## src/rtl/cpu_controller.sv

```systemverilog
// Multi-cycle fetch/decode/execute sequencer for the CPU datapath.
// All strobes and selects are decoded combinationally from the state register and the IR.
module cpu_controller #(
  parameter int unsigned regFile_addrSize = 3,
  parameter int unsigned busSize          = 16,
  parameter int unsigned dataWordSize     = 8
) (
  input  logic                        clock,
  input  logic                        nRst,
  input  logic                        run,
  input  logic [busSize-1:0]          IRIn,
  input  logic [dataWordSize-1:0]     StatusIn,
  output logic [regFile_addrSize-1:0] a1,
  output logic [regFile_addrSize-1:0] a2,
  output logic [regFile_addrSize-1:0] aWrite,
  output logic                        selMuxDataReg,
  output logic                        loadB2MB,
  output logic                        loadReg,
  output logic                        incPC,
  output logic                        loadPCL,
  output logic                        loadPCH,
  output logic                        loadIRL,
  output logic                        loadIRH,
  output logic [1:0]                  selMux1,
  output logic [2:0]                  selMux2,
  output logic                        loadLR,
  output logic                        loadSR,
  output logic                        iWrite,
  output logic                        dWrite,
  output logic                        loadLEDH,
  output logic                        loadLEDL,
  output logic [4:0]                  opcode,
  output logic [1:0]                  func,
  output logic                        loadStatus,
  output logic                        halted,
  output logic                        illegal
);

  localparam logic [4:0] OP_NOP  = 5'b00000;
  localparam logic [4:0] OP_LDI  = 5'b10000;
  localparam logic [4:0] OP_LD   = 5'b10001;
  localparam logic [4:0] OP_ST   = 5'b10010;
  localparam logic [4:0] OP_LDSR = 5'b10011;
  localparam logic [4:0] OP_IN   = 5'b10100;
  localparam logic [4:0] OP_OUT  = 5'b10101;
  localparam logic [4:0] OP_JMP  = 5'b10110;
  localparam logic [4:0] OP_JZ   = 5'b10111;
  localparam logic [4:0] OP_CALL = 5'b11000;
  localparam logic [4:0] OP_RET  = 5'b11001;
  localparam logic [4:0] OP_HALT = 5'b11111;

  localparam logic [1:0] M1_REG  = 2'd0;
  localparam logic [1:0] M1_PC   = 2'd1;
  localparam logic [1:0] M1_IMM  = 2'd2;

  localparam logic [2:0] M2_ALU  = 3'd0;
  localparam logic [2:0] M2_BTNL = 3'd1;
  localparam logic [2:0] M2_BTNH = 3'd2;
  localparam logic [2:0] M2_BUS1 = 3'd4;
  localparam logic [2:0] M2_LR   = 3'd5;
  localparam logic [2:0] M2_IMEM = 3'd6;
  localparam logic [2:0] M2_DMEM = 3'd7;

  typedef enum logic [2:0] {
    S_FETCH0 = 3'd0,
    S_FETCH1 = 3'd1,
    S_EXEC   = 3'd2,
    S_EXEC2  = 3'd3,
    S_HALT   = 3'd4
  } state_t;

  state_t                      r_state;
  state_t                      w_next_state;
  logic [4:0]                  w_op;
  logic [regFile_addrSize-1:0] w_rd;
  logic [regFile_addrSize-1:0] w_rs;
  logic                        w_zero;
  logic                        w_unused;

  assign w_op     = IRIn[15:11];
  assign w_rd     = IRIn[10:8];
  assign w_rs     = IRIn[7:5];
  assign w_zero   = StatusIn[1];
  assign w_unused = ^{StatusIn[dataWordSize-1:2], StatusIn[0], IRIn[4:2]};

  assign selMuxDataReg = 1'b0;
  assign loadB2MB      = 1'b0;
  assign iWrite        = 1'b0;

  // State register
  always_ff @(posedge clock or negedge nRst) begin
    if (!nRst) r_state <= S_FETCH0;
    else       r_state <= w_next_state;
  end

  // Next-state logic
  always_comb begin
    w_next_state = r_state;
    case (r_state)
      S_FETCH0: if (run) w_next_state = S_FETCH1;
      S_FETCH1: w_next_state = S_EXEC;
      S_EXEC: begin
        if (w_op == OP_HALT)                       w_next_state = S_HALT;
        else if (w_op == OP_LD || w_op == OP_CALL) w_next_state = S_EXEC2;
        else                                       w_next_state = S_FETCH0;
      end
      S_EXEC2: w_next_state = S_FETCH0;
      S_HALT:  w_next_state = S_HALT;
      default: w_next_state = S_FETCH0;
    endcase
  end

  // Output decode; the second cycle of CALL reuses the JMP decode
  always_comb begin
    a1         = '0;
    a2         = '0;
    aWrite     = '0;
    loadReg    = 1'b0;
    incPC      = 1'b0;
    loadPCL    = 1'b0;
    loadPCH    = 1'b0;
    loadIRL    = 1'b0;
    loadIRH    = 1'b0;
    selMux1    = M1_REG;
    selMux2    = M2_ALU;
    loadLR     = 1'b0;
    loadSR     = 1'b0;
    dWrite     = 1'b0;
    loadLEDH   = 1'b0;
    loadLEDL   = 1'b0;
    opcode     = 5'd0;
    func       = 2'd0;
    loadStatus = 1'b0;
    halted     = 1'b0;
    illegal    = 1'b0;
    case (r_state)
      S_FETCH1: begin
        selMux2 = M2_IMEM;
        loadIRH = 1'b1;
        loadIRL = 1'b1;
        incPC   = 1'b1;
      end
      S_EXEC: begin
        if (w_op[4] == 1'b0) begin
          if (w_op != OP_NOP) begin
            a1         = w_rd;
            a2         = w_rs;
            opcode     = w_op;
            func       = IRIn[1:0];
            aWrite     = w_rd;
            loadReg    = 1'b1;
            loadStatus = 1'b1;
          end
        end else begin
          case (w_op)
            OP_LDI: begin
              selMux1 = M1_IMM;
              selMux2 = M2_BUS1;
              aWrite  = w_rd;
              loadReg = 1'b1;
            end
            OP_LD: ;
            OP_ST: begin
              a2     = w_rd;
              dWrite = 1'b1;
            end
            OP_LDSR: begin
              a2     = w_rd;
              loadSR = 1'b1;
            end
            OP_IN: begin
              selMux2 = IRIn[0] ? M2_BTNH : M2_BTNL;
              aWrite  = w_rd;
              loadReg = 1'b1;
            end
            OP_OUT: begin
              a2       = w_rd;
              selMux2  = M2_BUS1;
              loadLEDH = IRIn[0];
              loadLEDL = ~IRIn[0];
            end
            OP_JMP: begin
              selMux1 = M1_IMM;
              selMux2 = M2_BUS1;
              loadPCL = 1'b1;
              loadPCH = 1'b1;
            end
            OP_JZ: begin
              if (w_zero) begin
                selMux1 = M1_IMM;
                selMux2 = M2_BUS1;
                loadPCL = 1'b1;
                loadPCH = 1'b1;
              end
            end
            OP_CALL: begin
              selMux1 = M1_PC;
              loadLR  = 1'b1;
            end
            OP_RET: begin
              selMux2 = M2_LR;
              loadPCL = 1'b1;
              loadPCH = 1'b1;
            end
            OP_HALT: ;
            default: illegal = 1'b1;
          endcase
        end
      end
      S_EXEC2: begin
        if (w_op == OP_LD) begin
          selMux2 = M2_DMEM;
          aWrite  = w_rd;
          loadReg = 1'b1;
        end else if (w_op == OP_CALL) begin
          selMux1 = M1_IMM;
          selMux2 = M2_BUS1;
          loadPCL = 1'b1;
          loadPCH = 1'b1;
        end
      end
      S_HALT:  halted = 1'b1;
      default: ;
    endcase
  end

endmodule
```

## config.mk

```make
export PLATFORM = sky130hd
export DESIGN_NAME = cpu_controller
export DESIGN_NICKNAME = d
export VERILOG_FILES = /design/src/rtl/cpu_controller.sv
export SDC_FILE = /design/constraint.sdc
export NUM_CORES = 1
export LEC_CHECK = 0
export BUFFER_PORTS_ARGS = -buffer_cell sky130_fd_sc_hd__buf_2
export CAP_MARGIN = 20
export CORE_MARGIN = 1
export CORE_UTILIZATION = 37
export CTS_CLUSTER_SIZE = 20
export DETAILED_ROUTE_END_ITERATION = 10
export GPL_ROUTABILITY_DRIVEN = 0
export PLACE_DENSITY_LB_ADDON = 0.25
export RECOVER_POWER = 50
export SLEW_MARGIN = 20
export SYNTH_ARGS = -nofsm -noshare
export SYNTH_HDL_FRONTEND = slang
export SYNTH_SLANG_ARGS = --single-unit
```

## constraint.sdc

```tcl
create_clock -name clock -period 1.7 [get_ports clock]
set_input_delay 0.085 -clock clock [delete_from_list [all_inputs] [get_ports clock]]
set_output_delay 0.085 -clock clock [all_outputs]
set_load 0.02 [all_outputs]
```

# Word-level counts from Yosys, hierarchy flattened
# Index checks and enable logic that the tools add are counted.
[word_totals]
romBits = 0
ramBits = 0
ff_bits = 3
input_bits = 27
wordCells = 93
output_inout_bits = 38
latchBits = 0
mem_count = 0
[op_classes]
reduce_logical = 9
mux = 66
n_lt_le_gt_ge = 0
n_div = 0
eq_ne = 16
n_shift = 0
add_sub_neg = 0
n_mul = 0
bitwise = 1
[ops]
columns = ["cell", "count"]
rows = [
  ["$eq 5x5->1 const B", 11],
  ["$mux 3", 16],
  ["$mux 1", 29],
  ["$pmux 3 s4", 2],
  ["$mux 2", 9],
  ["$mux 4", 3],
  ["$reduce_or 11->1", 1],
  ["$pmux 3 s3", 1],
  ["$eq 3x2->1 const B", 2],
  ["$pmux 1 s2", 3],
  ["$pmux 2 s3", 1],
  ["$pmux 3 s2", 1],
  ["$reduce_or 2->1", 3],
  ["$reduce_or 3->1", 2],
  ["$reduce_bool 5->1", 1],
  ["$pmux 2 s2", 1],
  ["$eq 3x1->1 const B", 1],
  ["$eq 3x3->1 const B", 1],
  ["$logic_not 3->1", 1],
  ["$ne 2x2->1 const B", 1],
  ["$logic_or 1x1->1", 1],
  ["$not 1->1", 1],
]

# Longest topological paths before layout
# Gate-level depths: netlist (run 1).
[depth]
depth_word = 5
ltp_mapped = 5

# Least setup slack after synthesis (run 1)
# OpenSTA, ideal clock, no wires.
[synth_timing]
path_type = "register to output"
startpoint = "register r_state[0]"
endpoint = "output dWrite"
arrival_ns = 1.683
stages_incl_launch_ff = 6
n_path_buf = 1
t_required_ns = 1.615
path_slack_ns = -0.068
path_cell_list = "dfrtp_1 -> buf_6 -> nor3b_4 -> nand2_1 -> or3_1 -> nor3b_1"
[synth_between]
elab_chain_cells = 2
[synth_lines]
columns = ["element", "line", "rtl"]
rows = [
  ["start: declaration", "72", "state_t r_state;"],
  ["start signal: assignment", "93", "else r_state <= w_next_state;"],
  ["$eq 3x2->1", "136", "case (r_state)"],
  ["$mux 1", "136", ""],
  ["end: declaration", "29", "output logic dWrite,"],
]
# No other way between the ends.

# Final worst setup path (run 1)
[layout_timing]
startpoint = "register r_state[2]"
endpoint = "output aWrite[2]"
[layout_between]
elab_chain_cells = 2
[layout_lines]
columns = ["element", "line", "rtl"]
rows = [
  ["$eq 3x2->1", "136", ""],
  ["$pmux 3 s2 (*)", "136", ""],
  ["end: declaration", "15", "output logic [regFile_addrSize-1:0] aWrite,"],
]
# Mark *: on every way between the ends. The rest lies on a longest branch, timed or not.

==> impl_metrics.csv, run 1 <==
group,metric,value,unit
critical_path,r2r_end,"r_state[0]$_DFFE_PN0P_",
synth,synth_area,713,sq um
sta,grt_setup_unrepaired,"yes",
grt,track_usage,0.200,
flow_run,cap_violations,0,
critical_path,reg2reg_from,"r_state[2]$_DFFE_PN0P_",
layout,largest_register,"r_state",
floorplan,row_count,15,
drt,drt_drc_violations_left,0,
clocking,clockBufferDepth,2,
drt,dr.pass1.iters,4,
clocking,cts_tree,"built",
power_and_ir_drop,p_leak,0.639,nW
sta,hold_viol,0,
sta,drv_slew,0,
clocking,htreeDepth,1,
power_and_ir_drop,pwr-share-comb,0.716,
drt,vias_per_cell,5.15,
layout,n_antenna_cell,0,
sta,fin_crit_sh,1.07,
layout,final-instance-count-excl-fill,182,
synth,synth_seq_cells,3,
power_and_ir_drop,ir_worst_vdd,0.000374,V
drt,num_vias,937,
floorplan,die_area,0.00211,sq mm
hold_path,worstHoldStart,"run",
placed_design,port_buffers,50,
sta,fin_skew,0.000646,ns
layout,area_growth_syn_to_layout,71.9,%
sta,setup_viol,13,
floorplan,die_x,45.9,um
critical_path,crit_path_end,"aWrite[2]",
synth,synth.distinct_cells,42,
critical_path,startpoint,"r_state[2]$_DFFE_PN0P_",
critical_path,ff2ff_path_depth,6,
synth,synth-seq-area-share,0.105,
layout,largest_reg_flops,3,
drt,drt_iter0_drc,26,
power_and_ir_drop,switchingPower,0.351,mW
critical_path,startpoint_type,"flip-flop",
sta,max_freq,548,MHz
layout,reg_top3,"r_state x3",
drt,drt_wl_total,2350,um
power_and_ir_drop,seqPwrFrac,0.125,
clocking,cts.sinks,3,
clocking,root_buffer,"clkbuf_4",
sta,fin_ws,-0.125,ns
floorplan,start_util,0.404,
floorplan,core,0.00176,sq mm
hold_path,hold_path_class,"input port to flip-flop",
grt,grt_first_pass_wirelength,3180,um
power_and_ir_drop,finalPower,0.783,mW
run_status,failed_checks,"setup timing",
critical_path,critical_path_required,1.62,ns
critical_path,crit_arrival,1.74,ns
power_and_ir_drop,powerDensity,638,mW/mm^2
critical_path,cp-end-kind,"output pin",
floorplan,io_pins,65,
drt,wl_per_cell,12.9,um
placed_design,placedCellCount,170,
critical_path,crit_fanout,4,
sta,whs,0.0994,ns
synth,avgSynthCellArea,7.28,sq um
sta,period_minus_slack,1.83,ns
grt,grt_pass1_vias,739,
layout,final_nets,185,
run_status,status,"finished with violations",
critical_path,worstSetupPathType,"flip-flop to output pin",
placed_design,dp_hpwl,1610,um
sta,tns,-1.00,ns
critical_path,r2r_slack,0.29,ns
grt,overflow,0,
layout,layout_commonest_cell,"buf_2",
grt,grt_max_degree,13,
clocking,numCtsBuffers,3,
layout,utilization,0.695,
power_and_ir_drop,sw_frac_of_total,0.448,
power_and_ir_drop,clock_power_share,0.158,
layout,layout_common_cells,"33 x buf_2, 19 x buf_4, 11 x buf_6",
floorplan,die_y,45.9,um
drt,ant_nets,0,
power_and_ir_drop,p_int,0.432,mW
clocking,clock_latency,0.23,ns
clocking,cts.clk_slew.worst_paths,0.04,ns
grt,antenna_found_initial,0,
synth,syn_inst,98,
synth,ys_warn_count,0,
layout,drive_gt1_frac,0.548,
cell type report:
| class | instances | area [sq um] |
|---|---|---|
| Timing Repair Buffer | 65 | 445 |
| Multi-Input combinational cell | 81 | 633 |
| Clock buffer | 4 | 26.3 |
| Sequential cell | 3 | 75.1 |
| Tap cell | 25 | 31.3 |
| Fill cell | 161 | 538 |
| Inverter | 4 | 15.0 |
critical path, cell delays in order, from the launching register on:
cell      delay [ns]
dfrtp_1         0.41
nor3b_4         0.28
nand3b_1        0.21
o311ai_4        0.29
and2_1          0.20
buf_6           0.13
how the worst min path moves through the flow:
stage	slack, ns	to	cells past startpoint
6_report	0.1	r_state[0]$_DFFE_PN0P_	3
5_1_grt	0.11	r_state[0]$_DFFE_PN0P_	3
4_1_cts	0.1	r_state[0]$_DFFE_PN0P_	3
3_5_place_dp	-0.12	r_state[2]$_DFFE_PN0P_	1
3_3_place_gp	-0.12	r_state[2]$_DFFE_PN0P_	1
2_1_floorplan	-0.21	r_state[0]$_DFFE_PN0P_	0
power by group through the flow:
stage,Combinational (mW),Sequential (mW),Clock [mW]
4_1_cts,0.477,0.0948,0.127
3_3_place_gp,0.441,0.0951,0
3_5_place_dp,0.445,0.0962,0
6_report,0.561,0.0982,0.124
5_1_grt,0.595,0.0987,0.129
2_1_floorplan,0.344,0.0908,0
routing by layer:
metal | vias up | global-route usage | share of wire
li1 | 461 | - | -
met1 | 428 | 0.275 | 0.41
met2 | 46 | 0.349 | 0.51
met3 | 2 | 0 | 0.072
met4 | 0 | 0.0353 | 0.0060
met5 | - | 0 | 0
per-stage QoR:
stage | cell area, sq um | setup slack [ns]
finish | 1230 | -0.125
detailed placement | 985 | 0.0958
CTS | 1060 | -0.0719
global placement | 985 | 0.113
global route | 1230 | -0.197
floorplan | 739 | 0.0627
logic make-up after synthesis:
kind of cell	synth area share
AND/OR/NAND/NOR	0.493
buffers and inverters	0.146
multiplexers	0.0281
flip-flops	0.105
other	0.00526
AO/OA/AOI/OAI	0.198
XOR/XNOR	0.0246
repair_timing:
action / CTS / global route
hold endpoints to repair: 3 / 0
hold buffers: 1 / 0
setup endpoints to repair: 9 / 19
setup buffers: 2 / 5
pin swaps: 3 / 6
gates resized for setup: 8 / 35
Yosys cell counts:
cell type | n | share of area
a21oi_1 | 1 | 0.0070
a41oi_1 | 1 | 0.012
o22ai_1 | 1 | 0.0088
nand3_1 | 4 | 0.028
dfrtp_1 | 3 | 0.11
buf_6 | 1 | 0.016
o21ai_0 | 1 | 0.0070
a32oi_1 | 1 | 0.012
a311oi_1 | 2 | 0.025
o31ai_1 | 1 | 0.011
nor3_1 | 4 | 0.028
or3_1 | 1 | 0.0088
nor2_1 | 7 | 0.037
inv_1 | 3 | 0.016
nor2b_1 | 5 | 0.044
and3b_1 | 1 | 0.012
nand4_1 | 1 | 0.0088
a31o_2 | 1 | 0.012
nor3b_4 | 1 | 0.026
o21a_1 | 1 | 0.011
o311ai_2 | 1 | 0.023
buf_2 | 2 | 0.014
nand3b_1 | 1 | 0.011
nor3b_1 | 3 | 0.032
o211ai_1 | 1 | 0.011
nand2_1 | 6 | 0.032
nor4b_4 | 1 | 0.033
nand2_2 | 1 | 0.0088
inv_2 | 1 | 0.0053
a21o_1 | 1 | 0.011
and3_1 | 6 | 0.053
xor2_1 | 2 | 0.025
conb_1 | 1 | 0.0053
and2_1 | 8 | 0.070
and2b_1 | 1 | 0.011
or4_4 | 1 | 0.016
nand2b_1 | 4 | 0.035
buf_4 | 8 | 0.084
mux2i_1 | 2 | 0.028
a22o_1 | 3 | 0.037
o41ai_1 | 1 | 0.012
clkbuf_1 | 2 | 0.011
Power figures use the tool's default switching activity.
==> run 2: changes to the inputs <==
PLACE_DENSITY = 0.81   (was default)
PLACE_DENSITY_LB_ADDON = default   (was 0.25)
clock period = 2.2 ns   (was 1.7 ns; I/O delays follow)
==> run 2 against run 1 <==
The flow now finishes without violations. Wire length shrank 11%. Final cell count is 7.7% lower. Via count decreased by 6.5%. Register-to-register slack better by 0.43 ns. Power fell by 38%. Sequential share of layout area rose by 1.9 points. Clock-buffer cell count unchanged. Setup slack improved by 0.28 ns. Die area is the same. Core utilization shrank 16 points. Cell area down 23%. Clock skew increased by 0.0030 ns. Critical path type unchanged. Largest cell class unchanged. Largest power group unchanged. Highest routed layer is now met3.
==> impl_metrics.csv, run 2 (same netlist as run 1, synthesis figures left out) <==
group,metric,value,unit
run_status,status,"completed",
clocking,post_cts_buffers,0,
critical_path,startpoint_type,"flip-flop",
power_and_ir_drop,p_int,0.244,mW
power_and_ir_drop,switchingPower,0.245,mW
power_and_ir_drop,seqPwrFrac,0.193,
clocking,clock_latency,0.24,ns
layout,layout_common_cells,"39 x buf_2, 12 x clkbuf_1, 7 x nor2_1",
sta,whs,0.108,ns
drt,drt_wl_total,2090,um
power_and_ir_drop,ir_worst_vdd,0.000301,V
floorplan,row_count,15,
drt,drt_iter0_drc,15,
clocking,root_buffer,"clkbuf_4",
sta,tns,0,ns
sta,fin_ws,0.150,ns
grt,grt_max_degree,17,
critical_path,slowest_stage,"dfrtp_1",
clocking,cts_resized,0,
clocking,numCtsBuffers,3,
critical_path,worstSetupPathType,"flip-flop to output pin",
critical_path,max_stage_delay,0.50,ns
clocking,cts.clk_slew.worst_paths,0.04,ns
clocking,clockBufferDepth,2,
layout,largest_register,"r_state",
clocking,cts_tree,"built",
layout,largest_reg_flops,3,
layout,n_antenna_cell,0,
floorplan,die_y,45.9,um
layout,layout_commonest_cell,"buf_2",
layout,reg_top3,"r_state x3",
floorplan,io_pins,65,
power_and_ir_drop,sw_frac_of_total,0.500,
sta,fin_crit_sh,0.932,
grt,track_usage,0.204,
placed_design,dpl_worst_slack,0.408,ns
layout,drive_gt1_frac,0.343,
power_and_ir_drop,clock_power_share,0.207,
layout,area_growth_syn_to_layout,31.8,%
sta,period_minus_slack,2.05,ns
drt,drt_drc_violations_left,0,
grt,grt_pass1_vias,740,
critical_path,critical_path_required,2.09,ns
sta,setup_viol,0,
critical_path,path_cells,"nor3b_4, nand2_1, or3_1, nor3b_1, buf_2",
clocking,cts.sinks,3,
placed_design,port_buffers,50,
clocking,htreeDepth,1,
grt,grt_first_pass_wirelength,3200,um
hold_path,hold_path_class,"input port to flip-flop",
sta,grt_setup_unrepaired,"no",
critical_path,crit_fanout,9,
floorplan,die_x,45.9,um
clocking,cts_hold_buf,1,
layout,final_nets,171,
floorplan,die_area,0.00211,sq mm
sta,fin_skew,0.00368,ns
drt,ant_nets,0,
floorplan,core,0.00176,sq mm
drt,dr.pass1.iters,4,
critical_path,crit_arrival,1.94,ns
grt,antenna_found_initial,0,
power_and_ir_drop,pwr-share-comb,0.600,
sta,hold_viol,0,
drt,num_vias,876,
drt,wl_per_cell,12.5,um
floorplan,start_util,0.404,
power_and_ir_drop,p_leak,0.491,nW
critical_path,cp-end-kind,"output pin",
placed_design,dp_hpwl,1650,um
sta,max_freq,488,MHz
sta,drv_slew,0,
grt,overflow,0,
power_and_ir_drop,finalPower,0.489,mW
drt,vias_per_cell,5.21,
power_and_ir_drop,powerDensity,520,mW/mm^2
flow_run,cap_violations,0,
run 2: changes by cell type in the layout (fill, tap and decap cells not counted), sizes merged:
| cell | delta |
|---|---|
| clkbuf | +10 |
| buf | -24 |
run 2: power groups by stage:
stage / Combinational [mW] / Sequential, mW / Clock [mW]
after floorplan: 0.262 / 0.0702 / 0
after global placement: 0.291 / 0.0926 / 0
after detailed placement: 0.296 / 0.0938 / 0
after CTS: 0.299 / 0.0928 / 0.103
after global routing: 0.318 / 0.0950 / 0.111
final: 0.293 / 0.0943 / 0.101
run 2: area by class of cell:
type / count / area, sq um
Fill cell: 192 / 825
Multi-Input combinational cell: 81 / 546
Timing Repair Buffer: 51 / 246
Sequential cell: 3 / 75.1
Tap cell: 25 / 31.3
Clock buffer: 4 / 26.3
Inverter: 4 / 15.0
run 2: routing by layer:
layer	track usage	share of wire	vias to the layer above
met5	0	0	-
met4	0.0529	0	0
met3	0.0556	0.055	0
met2	0.344	0.52	35
met1	0.254	0.43	409
li1	-	-	432
run 2: metrics by stage:
stage | std cells | utilization | area [sq um]
finish | 168 | 0.533 | 940
global route | 168 | 0.533 | 940
CTS | 168 | 0.540 | 953
detailed placement | 163 | 0.520 | 917
global placement | 163 | 0.520 | 917
floorplan | 101 | - | 724
run 2: path summary, 6_finish.rpt:
path	from	to	slack, ns	cells past startpoint
max in group asynchronous	nRst	r_state[0]$_DFFE_PN0P_	1.82	2
max	r_state[0]$_DFFE_PN0P_	dWrite	0.15	5
min	run	r_state[0]$_DFFE_PN0P_	0.11	3
min reg2reg	r_state[1]$_DFFE_PN0P_	r_state[0]$_DFFE_PN0P_	0.66	1
min in group asynchronous	nRst	r_state[1]$_DFFE_PN0P_	0.22	2
max reg2reg	r_state[0]$_DFFE_PN0P_	r_state[0]$_DFFE_PN0P_	0.72	4
run 2: critical path, delay by kind of cell (launching register included):
family,cells,cell delay (ns)
buffers and inverters,1,0.19
DFF,1,0.50
and+or+nand+nor,4,1.01
